### config.mk
export PLATFORM = sky130hd
export DESIGN_NAME = seven_seg_scanner
export DESIGN_NICKNAME = d
export VERILOG_FILES = /design/src/rtl/seven_seg_pkg.sv /design/src/rtl/seven_seg_font.sv /design/src/rtl/seven_seg_scanner.sv
export SDC_FILE = /design/constraint.sdc
export NUM_CORES = 1
export LEC_CHECK = 0
export ABC_CLOCK_PERIOD_IN_PS = 4200
export BUFFER_PORTS_ARGS = -buffer_cell sky130_fd_sc_hd__buf_4
export CORE_UTILIZATION = 30
export DETAILED_ROUTE_END_ITERATION = 10
export PLACE_DENSITY_LB_ADDON = 0.08
export SLEW_MARGIN = 30
export SYNTH_ARGS = -nofsm -noshare
export SYNTH_HDL_FRONTEND = slang
export SYNTH_SLANG_ARGS = --single-unit
### constraint.sdc
create_clock -name clk -period 4.2 [get_ports clk]
set_input_delay 1.26 -clock clk [delete_from_list [all_inputs] [get_ports clk]]
set_output_delay 1.26 -clock clk [all_outputs]
set_load 0.02 [all_outputs]
### src/rtl/seven_seg_pkg.sv
// -----------------------------------------------------------------------------
// seven_seg_pkg
//
// Shared definitions for the multiplexed seven-segment display driver.
//   - SEG_A..SEG_G, SEG_DP : bit positions of each segment in the 8-bit
//                            segment word (bit0 = a ... bit6 = g, bit7 = dp).
//   - FONT                 : active-high hex font, one 7-bit pattern per nibble.
//   - hex_to_seg()         : nibble -> 7-bit segment pattern lookup.
// -----------------------------------------------------------------------------
package seven_seg_pkg;

    localparam int SEG_A  = 0;
    localparam int SEG_B  = 1;
    localparam int SEG_C  = 2;
    localparam int SEG_D  = 3;
    localparam int SEG_E  = 4;
    localparam int SEG_F  = 5;
    localparam int SEG_G  = 6;
    localparam int SEG_DP = 7;

    // Hex glyphs 0-9, A, b, C, d, E, F (lower-case b/d keep them distinct
    // from 8/0 on a seven-segment cell).
    localparam logic [6:0] FONT [16] = '{
        7'h3F, 7'h06, 7'h5B, 7'h4F,
        7'h66, 7'h6D, 7'h7D, 7'h07,
        7'h7F, 7'h6F, 7'h77, 7'h7C,
        7'h39, 7'h5E, 7'h79, 7'h71
    };

    function automatic logic [6:0] hex_to_seg(input logic [3:0] nibble);
        return FONT[nibble];
    endfunction

endpackage

### src/rtl/seven_seg_font.sv
// -----------------------------------------------------------------------------
// seven_seg_font
//
// Combinational hex-to-segment decoder. A single instance sits on the nibble
// selected for the digit currently being scanned.
//
// Ports
//   nibble_i : 4-bit hex value to display
//   seg_o    : 7-bit active-high pattern, bit0 = a ... bit6 = g
// -----------------------------------------------------------------------------
module seven_seg_font
    import seven_seg_pkg::*;
(
    input  logic [3:0] nibble_i,
    output logic [6:0] seg_o
);

    always_comb begin
        seg_o = hex_to_seg(nibble_i);
    end

endmodule

### src/rtl/seven_seg_scanner.sv
// -----------------------------------------------------------------------------
// seven_seg_scanner
//
// Self-scanning multiplexed seven-segment driver. Each digit owns a slot of
// 16 PWM sub-slots of SUB_DIV clocks; a frame is N_DIGITS slots. Host data is
// captured into shadow registers only at frame boundaries so a frame never
// shows a mix of old and new values.
//
// Ports
//   clk        : system clock
//   rst_n      : asynchronous active-low reset
//   data       : 4*N_DIGITS hex nibbles, nibble i -> digit i (digit 0 rightmost)
//   load       : request to latch data / dp_mask / blink_mask at next boundary
//   dp_mask    : decimal point enable per digit
//   blink_mask : blink enable per digit
//   lz_blank   : blank leading zeros (live)
//   brightness : lit for brightness+1 of 16 sub-slots (live)
//   digit      : registered one-hot digit select (polarity per DIGIT_ACTIVE_LOW)
//   seg        : registered segments, bit7 = dp (polarity per SEG_ACTIVE_LOW)
//   frame_tick : one-cycle pulse alongside the first output of each new frame
// -----------------------------------------------------------------------------
module seven_seg_scanner
    import seven_seg_pkg::*;
#(
    parameter int N_DIGITS         = 8,
    parameter int SUB_DIV          = 6250,
    parameter int BLINK_FRAMES     = 32,
    parameter bit SEG_ACTIVE_LOW   = 1'b0,
    parameter bit DIGIT_ACTIVE_LOW = 1'b0
) (
    input  logic                  clk,
    input  logic                  rst_n,
    input  logic [4*N_DIGITS-1:0] data,
    input  logic                  load,
    input  logic [N_DIGITS-1:0]   dp_mask,
    input  logic [N_DIGITS-1:0]   blink_mask,
    input  logic                  lz_blank,
    input  logic [3:0]            brightness,
    output logic [N_DIGITS-1:0]   digit,
    output logic [7:0]            seg,
    output logic                  frame_tick
);

    localparam int SUB_W = (SUB_DIV > 1)      ? $clog2(SUB_DIV)      : 1;
    localparam int IDX_W = (N_DIGITS > 1)     ? $clog2(N_DIGITS)     : 1;
    localparam int BLK_W = (BLINK_FRAMES > 1) ? $clog2(BLINK_FRAMES) : 1;

    localparam logic [SUB_W-1:0] SUB_LAST = SUB_W'(SUB_DIV - 1);
    localparam logic [IDX_W-1:0] IDX_LAST = IDX_W'(N_DIGITS - 1);
    localparam logic [BLK_W-1:0] BLK_LAST = BLK_W'(BLINK_FRAMES - 1);

    localparam logic [N_DIGITS-1:0] DIGIT_OFF = {N_DIGITS{DIGIT_ACTIVE_LOW}};
    localparam logic [7:0]          SEG_OFF   = {8{SEG_ACTIVE_LOW}};

    // ------------------------------------------------------------------
    // State
    // ------------------------------------------------------------------
    logic [SUB_W-1:0]      sub_cnt_q,     sub_cnt_d;
    logic [3:0]            pwm_idx_q,     pwm_idx_d;
    logic [IDX_W-1:0]      idx_q,         idx_d;
    logic                  pending_q,     pending_d;
    logic [4*N_DIGITS-1:0] sh_data_q,     sh_data_d;
    logic [N_DIGITS-1:0]   sh_dp_q,       sh_dp_d;
    logic [N_DIGITS-1:0]   sh_blink_q,    sh_blink_d;
    logic [BLK_W-1:0]      blink_cnt_q,   blink_cnt_d;
    logic                  blink_phase_q, blink_phase_d;
    logic                  boundary_q;
    logic [N_DIGITS-1:0]   digit_q,       digit_d;
    logic [7:0]            seg_q,         seg_d;
    logic                  frame_tick_q;

    logic                  sub_wrap;
    logic                  pwm_wrap;
    logic                  idx_last;
    logic                  boundary;

    // ------------------------------------------------------------------
    // Scan counters: sub_cnt -> pwm_idx -> idx
    // ------------------------------------------------------------------
    always_comb begin
        sub_wrap  = (sub_cnt_q == SUB_LAST);
        pwm_wrap  = sub_wrap && (pwm_idx_q == 4'hF);
        idx_last  = (idx_q == IDX_LAST);
        boundary  = pwm_wrap && idx_last;

        sub_cnt_d = sub_wrap ? '0 : sub_cnt_q + 1'b1;
        pwm_idx_d = sub_wrap ? pwm_idx_q + 4'd1 : pwm_idx_q;
        idx_d     = idx_q;
        if (pwm_wrap) begin
            idx_d = idx_last ? '0 : idx_q + 1'b1;
        end
    end

    // ------------------------------------------------------------------
    // Shadow capture and blink phase, both advanced only at the frame
    // boundary. A load arriving in the boundary cycle itself is taken
    // directly, without waiting for pending to be set.
    // ------------------------------------------------------------------
    always_comb begin
        pending_d     = pending_q | load;
        sh_data_d     = sh_data_q;
        sh_dp_d       = sh_dp_q;
        sh_blink_d    = sh_blink_q;
        blink_cnt_d   = blink_cnt_q;
        blink_phase_d = blink_phase_q;

        if (boundary) begin
            if (pending_q || load) begin
                sh_data_d  = data;
                sh_dp_d    = dp_mask;
                sh_blink_d = blink_mask;
                pending_d  = 1'b0;
            end
            if (blink_cnt_q == BLK_LAST) begin
                blink_cnt_d   = '0;
                blink_phase_d = ~blink_phase_q;
            end else begin
                blink_cnt_d = blink_cnt_q + 1'b1;
            end
        end
    end

    // ------------------------------------------------------------------
    // Per-digit selection for the digit currently being scanned.
    // zero_from[i] is set when nibbles i..N_DIGITS-1 are all zero, i.e.
    // digit i is a leading zero.
    // ------------------------------------------------------------------
    logic [N_DIGITS-1:0] zero_from;
    logic                zero_run;
    logic [3:0]          cur_nib;
    logic                cur_dp;
    logic                cur_blink;
    logic                cur_zero;
    logic [N_DIGITS-1:0] cur_onehot;

    always_comb begin
        zero_from  = '0;
        zero_run   = 1'b1;
        cur_nib    = 4'h0;
        cur_dp     = 1'b0;
        cur_blink  = 1'b0;
        cur_zero   = 1'b0;
        cur_onehot = '0;

        for (int i = N_DIGITS - 1; i >= 0; i--) begin
            zero_run     = zero_run & (sh_data_q[4*i +: 4] == 4'h0);
            zero_from[i] = zero_run;
        end

        for (int i = 0; i < N_DIGITS; i++) begin
            if (idx_q == IDX_W'(i)) begin
                cur_nib       = sh_data_q[4*i +: 4];
                cur_dp        = sh_dp_q[i];
                cur_blink     = sh_blink_q[i];
                cur_zero      = zero_from[i];
                cur_onehot[i] = 1'b1;
            end
        end
    end

    logic [6:0] font_seg;

    seven_seg_font u_font (
        .nibble_i (cur_nib),
        .seg_o    (font_seg)
    );

    // ------------------------------------------------------------------
    // Output word. Blanking (LZ, blink, PWM) kills both the digit select
    // and every segment including dp; polarity is applied last so the
    // unlit level matches the reset level.
    // ------------------------------------------------------------------
    logic lz_off;
    logic blink_off;
    logic lit;

    always_comb begin
        lz_off    = lz_blank && (idx_q != '0) && cur_zero;
        blink_off = blink_phase_q && cur_blink;
        lit       = !lz_off && !blink_off && (pwm_idx_q <= brightness);

        digit_d = '0;
        seg_d   = '0;
        if (lit) begin
            digit_d             = cur_onehot;
            seg_d[SEG_G:SEG_A]  = font_seg;
            seg_d[SEG_DP]       = cur_dp;
        end
        digit_d = digit_d ^ DIGIT_OFF;
        seg_d   = seg_d ^ SEG_OFF;
    end

    // ------------------------------------------------------------------
    // Registers. frame_tick is delayed twice from the boundary so it
    // coincides with the registered output of idx 0 / sub-slot 0 built
    // from the freshly captured shadow.
    // ------------------------------------------------------------------
    always_ff @(posedge clk or negedge rst_n) begin
        if (!rst_n) begin
            sub_cnt_q     <= '0;
            pwm_idx_q     <= '0;
            idx_q         <= '0;
            pending_q     <= 1'b0;
            sh_data_q     <= '0;
            sh_dp_q       <= '0;
            sh_blink_q    <= '0;
            blink_cnt_q   <= '0;
            blink_phase_q <= 1'b0;
            boundary_q    <= 1'b0;
            digit_q       <= DIGIT_OFF;
            seg_q         <= SEG_OFF;
            frame_tick_q  <= 1'b0;
        end else begin
            sub_cnt_q     <= sub_cnt_d;
            pwm_idx_q     <= pwm_idx_d;
            idx_q         <= idx_d;
            pending_q     <= pending_d;
            sh_data_q     <= sh_data_d;
            sh_dp_q       <= sh_dp_d;
            sh_blink_q    <= sh_blink_d;
            blink_cnt_q   <= blink_cnt_d;
            blink_phase_q <= blink_phase_d;
            boundary_q    <= boundary;
            digit_q       <= digit_d;
            seg_q         <= seg_d;
            frame_tick_q  <= boundary_q;
        end
    end

    assign digit      = digit_q;
    assign seg        = seg_q;
    assign frame_tick = frame_tick_q;

endmodule

==> results.toml, run 1 <==
[grt]
met1_usage_pct = 19.52
track_usage_pct = 15.12
grt_util_met3_pct = 5.025
top_usage_layer = "met2"
grt_pass1_vias = 3452
antenna_found_initial = 0
grt_start_max_net_pins = 58
grt-ovfl-total = 0
grtUsageMet2_pct = 24.01
grt_pass1_wl_um = 18510

[pwr]
pwr-share-comb_pct = 8.1
power_w = 0.001867
switchingPower_w = 0.0004293
pwr-share-seq_pct = 50.9
leakagePower_nw = 2.643
p_int_w = 0.001438
power.share.clock_pct = 41.0
ir_drop_uv = 175.5
switching_share_pct = 23.00
powerDensity_mw_per_mm2 = 325.3

[setup_path]
path_cells = "inv_1 -> ha_1 -> buf_4 -> a221oi_1 -> o22ai_1 -> a21oi_1 -> inv_1 -> ha_1 -> inv_1 -> mux4_2 -> nor2_1"
crit_path_end_kind = "flop"
crit_slowest_cell = "mux4_2"
crit_fanout = 17
cp-startpoint = "idx_q[0]"
path_class = "flop to flop"
startpoint_type = "flop"
path_common_cell = "inv_1"
arrival_ps = 3370
rr_startpoint = "idx_q[0]"
crit_required_ps = 4480
worst-r2r-setup-slack_ps = 1110
max_stage_delay_ps = 430

[routing]
drtPass1Iterations = 6
drt_wl_total_um = 11080
vias = 3323
drt_iter0_markers = 145
drcViolationCount = 0
wl_per_cell_um = 15.50
viasPerCell = 4.648
ant_nets = 0

[placement]
portBuffers = 72
dpl.hpwl_um = 8118
dpl.cell_count = 699
place_area_mm2 = 0.005459
gp_congestion = 0.7736

[die]
die-area_mm2 = 0.01614
rows = 45
die_h_um = 127.0
coreArea_mm2 = 0.01526
io_pins = 73
die_x_um = 127.0
initial_core_util_pct = 30.74

[status]
status = "finished clean"

[cells_and_area]
regArea_mm2 = 0.002327
drive_gt1_share_pct = 25.20
multi_input_area_mm2 = 0.002150
area_delta_synth_final_pct = 22.33
fin_cells = 715
fillers = 1532
nets = 575
finish.instance_area_mm2 = 0.005738
antenna_cells = 0

[yosys]
synth_ff_type = "dfrtp_1"
synth_seq_cells = 93
post-synth-top-area-cell = "dfrtp_1"
synth-edff-count = 0
ys_types = 59
seq_area_frac_synth_pct = 49.61
syn_area_mm2 = 0.004691
ys_warn_count = 0
syn_inst = 427
synthTopCellsByCount = "dfrtp_1, nand2_1, nor2_1, a21oi_1, inv_1"
yosysMostFrequentCell = "dfrtp_1"
synth_nets = 503
ys_top_cells_by_area = "dfrtp_1, ha_1, mux2_1"
syn_avg_cell_area_um2 = 10.99
yosysTopAreaCellShare_pct = 49.61
async_reset_ff_share_pct = 100.0

[cts]
cts_root_buf = "clkbuf_16"
cts_max_level = 3
clkTransAtPathRegs_ps = 60
postCtsSetupRepairBufs = 0
clock-sinks = 93
cts-hold-fix-buffers = 0
cts-resized-gates = 0
cts_made_buffers = 9
clockBufferDepth = 2
cts_tree = "built"
clk_latency_ps = 350

[sta]
hold_violations = 0
finalMaxSlewViolations = 0
hold_slack_ps = 358.1
tns_ps = 0
rsz0062_at_grt = "no"
relSlewSlack_pct = 44.31
max_clock_freq_mhz = 323.1
tightest_slew_ps = 835.4
fin_crit_sh_pct = 73.68
period_needed_ps = 3095
setup_viol = 0
finClkSkew_ps = 4.036

[worst_hold_path]
worstHoldStart = "boundary_q"
worstHoldPathType = "flop to flop"

[flow_run]
cap_violations = 0
cell usage in the layout, fill, tap and decap left out, drive strengths merged, types with 9 or more instances in the layout:
| cell | count |
|---|---|
| dfrtp | 93 |
| buf | 82 |
| mux2 | 41 |
| nand2 | 39 |
| nor2 | 27 |
| a21oi | 25 |
| inv | 24 |
| ha | 20 |
| o21ai | 20 |
| clkbuf | 12 |
| xnor2 | 11 |
| nand3 | 9 |
routing by layer:
layer	share of wire [%]	vias up
li1	-	1644
met1	47	1599
met2	47	69
met3	5.2	11
met4	1.3	0
met5	0	-
worst paths after layout:
kind / endpoint / depth (start not counted)
hold / removal: frame_tick / 0
setup / recovery: seg[3] / 11
max in group asynchronous: sh_data_q[5] / 2
setup reg to reg: seg[3] / 11
hold reg to reg: frame_tick / 0
min in group asynchronous: sh_dp_q[3] / 1
registers in the layout (all words and copies together), names as in the netlist, 3 cells and up:
register / flops
pwm_idx_q: 4
sh_dp_q: 8
sh_data_q: 32
seg: 8
sub_cnt_q: 13
idx_q: 3
sh_blink_q: 8
digit: 8
blink_cnt_q: 5
per-stage QoR:
stage | util, % | worst slack, ps
4_1_cts | 37.61 | 1091
3_5_place_dp | 35.78 | 1032
3_3_place_gp | 35.78 | 1168
5_1_grt | 37.61 | 795.7
2_1_floorplan | - | 1029
6_report | 37.61 | 1105
critical path: cells and delay by family, from the launching register on:
kind | cells | cell delay [ps]
buffers and inverters | 4 | 550
and+or+nand+nor | 1 | 100
DFF | 1 | 410
adders and majority gates | 2 | 740
AOI/OAI and AO/OA | 3 | 790
muxes | 1 | 430
power groups by stage:
stage	clock network [W]	logic (W)	registers (W)
finish	0.000765	0.000152	0.000950
global route	0.000839	0.000171	0.000952
CTS	0.000800	0.000157	0.000950
detailed placement	0	0.000156	0.000967
global placement	0	0.000154	0.000967
floorplan	0	0.0000590	0.000967
logic make-up after synthesis:
kind of cell / Yosys count / synth area share [%]
flops: 93 / 49.61
buf+inv: 45 / 4.561
simple gates: 127 / 14.62
compound gates: 82 / 12.11
mux: 45 / 10.96
fa+ha+maj: 20 / 5.335
xor+xnor: 15 / 2.801
cell type report:
class | count | share of cell area (%)
clock buffers | 12 | 4.470
clock inverters | 4 | 0.3925
inverters | 24 | 1.570
multi-input cells | 289 | 37.46
flip-flops and latches | 93 | 40.56
well taps | 211 | 4.601
repair buffers | 82 | 10.95
Note: power is estimated with default switching activity, not from simulation.
==> run 2, diff against run 1 <==
Settings changed: ABC_CLOCK_PERIOD_IN_PS 4200 to 2900.
Clock period 4.2 ns to 2.9 ns, I/O delays scaled along.
==> results.toml, run 2 (synthesis gave the netlist of run 1 again) <==
[status]
status = "finished clean"

[routing]
vias = 3412
ant_nets = 0
drt_iter0_markers = 178
viasPerCell = 4.726
drcViolationCount = 0
wl_per_cell_um = 15.43
drtPass1Iterations = 4
drt_wl_total_um = 11140

[placement]
place_area_mm2 = 0.005535
portBuffers = 72
dpl.hpwl_um = 8223
gp_congestion = 0.7803

[pwr]
powerDensity_mw_per_mm2 = 504.4
leakagePower_nw = 2.723
ir_drop_uv = 288.4
power_w = 0.002974

[setup_path]
arrival_ps = 3020
startpoint_type = "flop"
cp-startpoint = "idx_q[0]"
rr_startpoint = "idx_q[0]"
crit_path_end_kind = "flop"
worst-r2r-setup-slack_ps = 110
r2r_end = "seg[4]"
crit_fanout = 15
crit_required_ps = 3120
crit_end = "seg[4]"
path_class = "flop to flop"
rr_worst_depth = 9

[sta]
rsz0062_at_grt = "yes"
finalMaxSlewViolations = 0
period_needed_ps = 2794
tightest_slew_ps = 597.3
relSlewSlack_pct = 59.81
max_clock_freq_mhz = 357.9
hold_violations = 0
setup_viol = 0
hold_slack_ps = 356.1
fin_crit_sh_pct = 96.35
finClkSkew_ps = 5.113

[grt]
grt_util_met3_pct = 3.727
grtUsageMet2_pct = 23.82
grt_start_max_net_pins = 58
track_usage_pct = 15.09
antenna_found_initial = 0
top_usage_layer = "met2"
met1_usage_pct = 20.05
grt_pass1_vias = 3503
grt_pass1_wl_um = 18650
grt-ovfl-total = 0

[cells_and_area]
layout_common_cells = "dfrtp_1, buf_4, nand2_1"
area_delta_synth_final_pct = 25.69
drive_gt1_share_pct = 27.01
nets = 583
antenna_cells = 0
finish.instance_area_mm2 = 0.005896
reg.largest.list = "sh_data_q x32, sub_cnt_q x13"
final_common_cell = "dfrtp_1"
largest_reg_flops = 32
top_register = "sh_data_q"

[cts]
clkTransAtPathRegs_ps = 60
clockBufferDepth = 2
cts_tree = "built"
cts_root_buf = "clkbuf_16"
cts-hold-fix-buffers = 0
postCtsSetupRepairBufs = 0
clock-sinks = 93
cts_max_level = 3
cts-resized-gates = 0
cts_made_buffers = 9
clk_latency_ps = 350

[die]
die_x_um = 127.0
initial_core_util_pct = 30.74
rows = 45
die-area_mm2 = 0.01614
io_pins = 73
coreArea_mm2 = 0.01526
die_h_um = 127.0

[flow_run]
cap_violations = 0

[worst_hold_path]
worstHoldPathType = "flop to flop"
[run 2: changes by cell type in the layout (fill, tap and decap cells not counted)]
cell,previous run,this run
bufinv_16,0,3
clkinvlp_4,1,0
a21oi_1,25,24
a221oi_1,6,4
clkbuf_1,1,0
buf_12,1,2
buf_4,81,88
clkinv_2,3,1
a21oi_2,0,1
a221oi_2,1,3
[run 2: worst min path at each step]
stage | from | to | slack [ps] | depth (start not counted)
after global placement | boundary_q | frame_tick | 340 | 0
final | boundary_q | frame_tick | 360 | 0
after floorplan | boundary_q | frame_tick | 330 | 0
after detailed placement | boundary_q | frame_tick | 350 | 0
after global routing | boundary_q | frame_tick | 380 | 0
after CTS | boundary_q | frame_tick | 360 | 0
[run 2: final cells by class]
type | instances | area, um^2
tap | 211 | 264.0
multi-input combinational | 289 | 2166
sequential | 93 | 2327
timing repair buffer | 90 | 700.7
fill | 1497 | 9363
inverter | 24 | 90.09
clock inverter | 4 | 95.09
clock buffer | 11 | 252.7
[run 2: per-layer routing]
| metal | wire length, um | share of wire [%] |
|---|---|---|
| met4 | 177 | 1.6 |
| met2 | 5202 | 47 |
| met1 | 5272 | 47 |
| met3 | 489 | 4.4 |
| met5 | 0 | 0 |
[run 2: worst max-delay path, stage by stage, from the launching register on]
cell and delay [ps]:
dfrtp_1 430, ha_1 240, ha_1 400, buf_4 250
buf_4 150, a21boi_0 120, a2111oi_1 450, o21ai_1 130
buf_4 220, a221oi_1 290
[run 2: metrics by stage]
step | setup WS, ps | instances | util, % | setup TNS [ps]
2_1_floorplan | 5.145 | 427 | - | 0
3_3_place_gp | 189.4 | 707 | 36.28 | 0
3_5_place_dp | 144.7 | 707 | 36.28 | 0
4_1_cts | 122.9 | 722 | 38.56 | 0
5_1_grt | -7.584 | 722 | 38.64 | -7.584
6_report | 106.0 | 722 | 38.64 | 0
[run 2: report_power, final]
group | leakage [nW] | internal (W) | switching, W
clock network | 0.172 | 0.000883 | 0.000490
registers | 1.18 | 0.00134 | 0.0000308
logic | 1.37 | 0.000119 | 0.000107
total | 2.72 | 0.00235 | 0.000628
==> run 3, diff against run 2 <==
Settings changed: CELL_PAD_IN_SITES_DETAIL_PLACEMENT set to 1, CELL_PAD_IN_SITES_GLOBAL_PLACEMENT set to 2.
==> results.toml, run 3 (synthesis gave the netlist of run 1 again) <==
[cells_and_area]
layout_common_cells = "buf_4, dfrtp_1, nand2_1"
antenna_cells = 0
reg.largest.list = "sh_data_q x32, sub_cnt_q x13"
final_common_cell = "buf_4"
nets = 590
largest_reg_flops = 32
top_register = "sh_data_q"
area_delta_synth_final_pct = 25.87
drive_gt1_share_pct = 27.55

[pwr]
powerDensity_mw_per_mm2 = 485.2
ir_drop_uv = 343.1
leakagePower_nw = 2.733

[die]
die_x_um = 127.0
initial_core_util_pct = 30.74
io_pins = 73
coreArea_mm2 = 0.01526
die_h_um = 127.0
die-area_mm2 = 0.01614
rows = 45

[cts]
clockBufferDepth = 2
postCtsSetupRepairBufs = 0
cts_max_level = 3
clk_latency_ps = 350
cts_tree = "built"
clkTransAtPathRegs_ps = 60
cts_root_buf = "clkbuf_16"
clock-sinks = 93
cts_made_buffers = 9

[setup_path]
crit_path_end_kind = "flop"
path_class = "flop to flop"
path_cells = "inv_1 -> ha_1 -> buf_4 -> or3_1 -> a221o_1 -> o32ai_4 -> nor2_1 -> or2_1 -> a211oi_2"
rr_startpoint = "idx_q[0]"
cp.depth = 9
worst-r2r-setup-slack_ps = 210
crit_slowest_cell = "dfrtp_1"
max_stage_delay_ps = 420
startpoint_type = "flop"
cp_top_family = "compound AO/OA/AOI/OAI gates"
r2r_end = "seg[0]"
crit_required_ps = 3160
crit_fanout = 9
crit_buf_inv = 2
arrival_ps = 2950
rr_worst_depth = 9

[routing]
drtPass1Iterations = 4
ant_nets = 0
vias = 3470
viasPerCell = 4.753
drcViolationCount = 0
drt_iter0_markers = 138
wl_per_cell_um = 16.72
drt_wl_total_um = 12210

[sta]
finalMaxSlewViolations = 0
fin_crit_sh_pct = 92.89
rsz0062_at_grt = "no"
setup_viol = 0
period_needed_ps = 2694
hold_slack_ps = 358.1
tns_ps = 0
tightest_slew_ps = 589.5
max_clock_freq_mhz = 371.2
hold_violations = 0
relSlewSlack_pct = 60.34
finClkSkew_ps = 7.224

[placement]
portBuffers = 72
gp_congestion = 0.7811
dpl.hpwl_um = 9140

[worst_hold_path]
worstHoldStart = "boundary_q"
hold_end = "frame_tick"
whs_path_depth = 0
worstHoldPathType = "flop to flop"

[flow_run]
cap_violations = 0

[grt]
grt_start_max_net_pins = 58
grt-ovfl-total = 0
grt_pass1_vias = 3777
antenna_found_initial = 0
track_usage_pct = 16.49
grt_pass1_wl_um = 20290

[status]
status = "finished clean"
## run 3: changes by cell type in the layout (fill, tap and decap cells not counted), sizes merged
cell | before | now
buf | 90 | 97
clkinvlp | 0 | 1
bufinv | 3 | 2
clkbuf | 11 | 12
## run 3: area by class of cell
type / count / area, um^2
Tap cell: 211 / 264.0
Timing Repair Buffer: 97 / 753.2
Multi-Input combinational cell: 289 / 2161
Clock inverter: 4 / 72.57
Sequential cell: 93 / 2327
Clock buffer: 12 / 236.5
Fill cell: 1704 / 9354
Inverter: 24 / 90.09
## run 3: per-layer routing
layer / global-route usage [%] / part of all wire, % / routed length (um)
met5: 0 / 0 / 0
met4: 6.583 / 1.9 / 229
met3: 3.685 / 3.6 / 444
met2: 27.54 / 49 / 6003
met1: 20.75 / 45 / 5531
## run 3: timing repair
item / 4_1_cts / 5_1_grt
setup endpoints to repair: 0 / 8
hold buffers: 0 / 0
resized for setup: 0 / 2
## run 3: stage by stage
step | cells | util, % | worst slack, ps | total power (W) | instance area, um^2
after global placement | 714 | 36.62 | 147.1 | 0.001632 | 5588
after CTS | 730 | 38.65 | 116.0 | 0.002923 | 5897
after global routing | 730 | 38.70 | 21.16 | 0.002985 | 5904
final | 730 | 38.70 | 206.3 | 0.002865 | 5904
after floorplan | 427 | - | 5.145 | 0.001486 | 4698
after detailed placement | 714 | 36.62 | 5.258 | 0.001637 | 5588
## run 3: power breakdown
part / leakage, nW / internal (W) / total, W / switching [W]
sequential: 1.18 / 0.00134 / 0.00137 / 0.0000307
combinational: 1.41 / 0.000120 / 0.000231 / 0.000111
clock: 0.147 / 0.000755 / 0.00126 / 0.000504
## run 3: worst max path at each step
| stage | from | endpoint |
|---|---|---|
| floorplan | idx_q[2] | seg[3] |
| global placement | brightness[1] | seg[1] |
| detailed placement | brightness[1] | digit[1] |
| CTS | idx_q[0] | seg[3] |
| global route | idx_q[0] | seg[3] |
| finish | idx_q[0] | seg[0] |
